**config.mk**
```make
export PLATFORM = sky130hd
export DESIGN_NAME = logic_fold_unit
export DESIGN_NICKNAME = d
export VERILOG_FILES = /design/src/rtl/logic_fold_unit.sv
export SDC_FILE = /design/constraint.sdc
export NUM_CORES = 1
export LEC_CHECK = 0
export BUFFER_PORTS_ARGS = -buffer_cell sky130_fd_sc_hd__buf_2
export CAP_MARGIN = 30
export CORE_MARGIN = 2
export CORE_UTILIZATION = 35
export DETAILED_ROUTE_END_ITERATION = 10
export PLACE_DENSITY = 0.62
export SLEW_MARGIN = 20
export SYNTH_ARGS = -nofsm -noshare
export SYNTH_HDL_FRONTEND = slang
export SYNTH_SLANG_ARGS = --single-unit
```
**constraint.sdc**
```tcl
create_clock -name clk -period 4 [get_ports clk]
set_input_delay 0.8 -clock clk [delete_from_list [all_inputs] [get_ports clk]]
set_output_delay 0.8 -clock clk [all_outputs]
set_load 0.005 [all_outputs]
```
**src/rtl/logic_fold_unit.sv**
```systemverilog
// Registered bitwise operator (AND/OR/XOR/NAND) with per-sample pass mode and
// DEPTH-sample fold mode, valid/ready on both sides, single-entry output register.
module logic_fold_unit #(
   parameter  int unsigned WIDTH = 8,
   parameter  int unsigned DEPTH = 4,
   localparam int unsigned CW    = $clog2(DEPTH + 1)
) (
   input  logic             clk,
   input  logic             rst,
   input  logic             in_valid,
   output logic             in_ready,
   input  logic [WIDTH-1:0] in_a,
   input  logic [WIDTH-1:0] in_b,
   input  logic [1:0]       op,
   input  logic             mode,
   output logic             out_valid,
   input  logic             out_ready,
   output logic [WIDTH-1:0] out_data,
   output logic [CW-1:0]    out_count
);

   typedef enum logic {S_IDLE, S_ACCUM} state_t;

   localparam logic [CW-1:0] LP_LAST  = CW'(DEPTH - 1);
   localparam logic [CW-1:0] LP_DEPTH = CW'(DEPTH);
   localparam logic [CW-1:0] LP_ONE   = CW'(1);

   state_t           r_state;
   logic [WIDTH-1:0] r_acc;
   logic [CW-1:0]    r_cnt;
   logic [1:0]       r_op;
   logic             r_out_valid;
   logic [WIDTH-1:0] r_out_data;
   logic [CW-1:0]    r_out_count;

   logic [1:0]       w_op_eff;
   logic [WIDTH-1:0] w_s;
   logic [WIDTH-1:0] w_fold;
   logic             w_stall;
   logic             w_accept;

   always_comb begin
      w_op_eff = (r_state == S_ACCUM) ? r_op : op;
      w_s      = '0;
      case (w_op_eff)
         2'b00:   w_s = in_a & in_b;
         2'b01:   w_s = in_a | in_b;
         2'b10:   w_s = in_a ^ in_b;
         default: w_s = ~(in_a & in_b);
      endcase
      w_fold = '0;
      case (r_op)
         2'b01:   w_fold = r_acc | w_s;
         2'b10:   w_fold = r_acc ^ w_s;
         default: w_fold = r_acc & w_s;
      endcase
   end

   // mode may not reach in_ready combinationally, so any IDLE accept is
   // treated as result-producing and is held off under backpressure.
   always_comb begin
      w_stall  = r_out_valid && !out_ready;
      in_ready = !rst && !(w_stall && ((r_state == S_IDLE) || (r_cnt == LP_LAST)));
      w_accept = in_valid && in_ready;
   end

   always_ff @(posedge clk) begin
      if (rst) begin
         r_state     <= S_IDLE;
         r_acc       <= '0;
         r_cnt       <= '0;
         r_op        <= '0;
         r_out_valid <= 1'b0;
         r_out_data  <= '0;
         r_out_count <= '0;
      end else begin
         if (r_out_valid && out_ready) begin
            r_out_valid <= 1'b0;
         end
         if (w_accept) begin
            if (r_state == S_IDLE) begin
               if (!mode) begin
                  r_out_valid <= 1'b1;
                  r_out_data  <= w_s;
                  r_out_count <= LP_ONE;
               end else begin
                  r_acc   <= w_s;
                  r_cnt   <= LP_ONE;
                  r_op    <= op;
                  r_state <= S_ACCUM;
               end
            end else if (r_cnt == LP_LAST) begin
               r_out_valid <= 1'b1;
               r_out_data  <= w_fold;
               r_out_count <= LP_DEPTH;
               r_acc       <= '0;
               r_cnt       <= '0;
               r_state     <= S_IDLE;
            end else begin
               r_acc <= w_fold;
               r_cnt <= r_cnt + LP_ONE;
            end
         end
      end
   end

   assign out_valid = r_out_valid;
   assign out_data  = r_out_data;
   assign out_count = r_out_count;

endmodule

```
==> summary.txt <==
Timing
  • Clock skew: 0.001868 ns
  • Slew HR: 54.25%
  • Tightest Pin Transition: 0.6848 ns
  • Final setup violation count: 0
  • Fin Setup TNS: 0 ns
  • Max Clk Rate: 0.3485 GHz
  • Final setup margin: roughly 1.1 ns
  • Min cycle time layout: about 2.9 ns
  • Final worst path period share: 71.74%
  • Hold Violations, Final: 0
  • RSZ-0062 raised after global routing: no
  • Slew Limit Fails: 0

Power and ir drop
  • Lkg Pwr: 1.197 nW
  • Pwr Total: 0.6674 mW
  • PwrDens: 254.2 mW/mm^2
  • Peak VDD IR: 0.1878 mV

Die
  • Die Y-Extent: 86.89 um
  • Initial core utilization: 35.79%
  • Die area: about 0.0075 mm^2
  • Horiz. Die Dim: 86.89 um
  • # IOs: 36
  • Core footprint: 0.006719 mm^2
  • Site Rows: 30

Layout
  • Area growth, synth to finish: 9.157%
  • Cell area after layout: 0.002625 mm^2
  • Sequential cell area: ~500 um^2
  • Antenna Cells: 0
  • Fraction of layout cells with a size suffix above 1: 16.82%
  • FILL cells: 675
  • Nets: between 300 and 400
  • Non-filler instance count after layout: approximately 400
  • Area of the multi-input gates: 0.001639 mm^2

Worst setup path
  • Slowest CP cell: o21ai_0
  • Crit-path max FO: 23
  • Worst EP required: 4.14 ns
  • Setup CP Type: primary input to flop
  • CP peak stage delay: just over 0.4 ns
  • Worst EP arrival: about 3 ns
  • Crit path capture type: flop
  • Crit path max-delay family: compound AO/OA/AOI/OAI gates
  • Type of origin of the critical path: primary input
  • Crit path buf inv count: 1
  • CP Cell Sequence: buf_2 -> mux2i_4 -> a21oi_1 -> a21oi_1 -> o21ai_0 -> ha_1 -> a22oi_1 -> o21ai_0 -> a211oi_1 -> a211oi_1

Global route
  • Grt ovf: 0
  • First-pass GRT wire length: 9066 um
  • Antenna violations before repair: 0
  • Global-route usage over all layers: 14.64%
  • Largest net degree at the start of global routing: 27
  • Vias in the first global route: about 1900

Placement
  • Port buffer count: 34
  • GPL Wtd Cong: 0.7598
  • Worst slack, placed: between 0.9 and 1 ns
  • Post-Place Cell Area: roughly 0.0026 mm^2
  • Cells after DPL: between 300 and 400
  • Dpl hpwl: slightly above 4000 um

Drt
  • Routed via count: 2136
  • Routed wire length: 5469 um
  • Drt drc: 0
  • DR pass1 iterations: 4
  • Routed vias/inst: 5.327
  • Drt initial violations: 105
  • WL per Instance: about 14 um
  • Antenna Nets Post-Route: 0

Logic synthesis
  • Yosys warning count: 0
  • EDFF count, synth: 0
  • Mapped Area: ~0.0024 mm^2
  • Main flop type after synthesis: dfxtp_1
  • Synth area leaders: dfxtp_1, ha_1, a211oi_1
  • Async set-reset flop share out of synthesis: 0%
  • Yosys cell types: 37
  • Flops & latches, synth: 25
  • Post-synth top area cell: dfxtp_1
  • Syn Nets: 360
  • Seq/Total Area, Yosys: around a fifth
  • Top-area cell type share of the netlist area: 20.81%
  • Syn Inst Count: 302
  • Syn avg cell area: 7.963 um^2

Clock tree
  • Root Driver: clkbuf_8
  • Post-CTS setup buffers: 0
  • Clk sink count: 25
  • TritonCTS buffer count: 3
  • Hold_buf cts: 0
  • Clock transition at the registers of the reported paths: 0.09 ns
  • Worst skew pair latency: 0.27 ns
  • CTS resizes: 0
  • CTS tree: built
  • Longest Clk Path Bufs: 2
  • Htree depth: 1

Outcome
  • Status: complete, no violations

Job
  • Max Cap Viol: 0

Worst hold path
  • Hold WC Path Type: flop to flop
## synthesized netlist by cell type (3+ instances only)
master / number
o21ai_1: 5
mux2_1: 4
clkbuf_1: 9
inv_1: 41
nand2b_1: 5
nor2b_1: 9
a221oi_1: 4
nor3_1: 12
o21ai_0: 11
nor2_1: 21
a22oi_1: 12
a211oi_1: 23
a21oi_1: 15
ha_1: 35
buf_2: 8
a211oi_2: 6
mux2i_1: 4
a32oi_1: 3
nand2_1: 18
a21o_1: 3
dfxtp_1: 25
o22ai_1: 6
## stage by stage
step                util (%)  hold WS [ns]
floorplan                  -        0.4452
global placement       38.38        0.4561
detailed placement     38.38        0.4714
CTS                    39.07        0.4850
global route           39.07        0.4990
finish                 39.07        0.4834
## registers in the layout (all words and copies together) (netlist names)
name	flops
r_op	2
r_state	1
r_acc	8
out_count	2
out_data	8
out_valid	1
r_cnt	3
## placed cells by master, fill, tap and decap left out, drive strengths merged
| cell | n |
|---|---|
| a21oi | 15 |
| nand3b | 1 |
| a221oi | 4 |
| nor3 | 12 |
| o221ai | 2 |
| a22oi | 12 |
| nor2b | 9 |
| o2bb2ai | 1 |
| a32oi | 3 |
| mux2i | 6 |
| nand2b | 5 |
| conb | 1 |
| o21ai | 16 |
| clkbuf | 3 |
| o2111ai | 1 |
| and2 | 2 |
| a211oi | 29 |
| a21o | 3 |
| dfxtp | 25 |
| inv | 41 |
| a221o | 1 |
| mux2 | 6 |
| buf | 36 |
| and3 | 2 |
| nor2 | 21 |
| nand2 | 18 |
| nand4b | 1 |
| o22ai | 6 |
| o221a | 2 |
| ha | 35 |
| o211a | 1 |
| clkinv | 1 |
## kinds of logic (layout without fill, tap and decap cells)
| kind of cell | after synthesis | count (layout) | share of synthesized area [%] |
|---|---|---|---|
| AO/OA/AOI/OAI | 96 | 96 | 29.03 |
| adder cells (fa/ha/maj) | 35 | 35 | 18.21 |
| AND/OR/NAND/NOR | 71 | 71 | 14.10 |
| other | 1 | 1 | 0.1559 |
| buffers and inverters | 62 | 81 | 11.03 |
| flip-flops | 25 | 25 | 20.81 |
| multiplexers | 12 | 12 | 6.660 |
## layer usage
metal | global-route usage [%] | vias up | share of wire (%)
li1 | - | 1112 | -
met1 | 22.90 | 966 | 54
met2 | 21.17 | 53 | 40
met3 | 1.611 | 5 | 5.0
met4 | 3.551 | 0 | 0.73
met5 | 0 | - | 0
## worst register-to-register path, stage by stage, from the launching register on
cell and delay (ns):
dfxtp_1 0.71, mux2i_4 0.46, nor2_1 0.06, o21ai_0 0.42, ha_1 0.33, a22oi_1 0.18, o21ai_0 0.12, a211oi_1 0.33
a211oi_1 0.09
## where the power goes
part,internal [mW],switching (mW),leakage [nW],total (mW)
Combinational,0.0988,0.139,0.967,0.237
Clock,0.0698,0.0834,0.0255,0.153
Sequential,0.263,0.0133,0.204,0.277
## worst paths after layout
kind / startpoint / end / slack (ns) / depth (start not counted)
setup / recovery: op[1] / r_acc[4] / 1.13 / 10
hold reg to reg: r_cnt[2] / r_cnt[2] / 0.48 / 1
setup reg to reg: r_state / r_acc[4] / 1.18 / 8
hold / removal: r_cnt[2] / r_cnt[2] / 0.48 / 1
## layout make-up
cell class | instances | area share, %
inverters | 41 | 5.863
multi-input cells | 215 | 62.44
repair buffers | 36 | 7.054
clock buffers | 3 | 1.573
flip-flops and latches | 25 | 19.07
clock inverters | 1 | 0.1907
well taps | 80 | 3.813
Power figures use the tool's default switching activity.
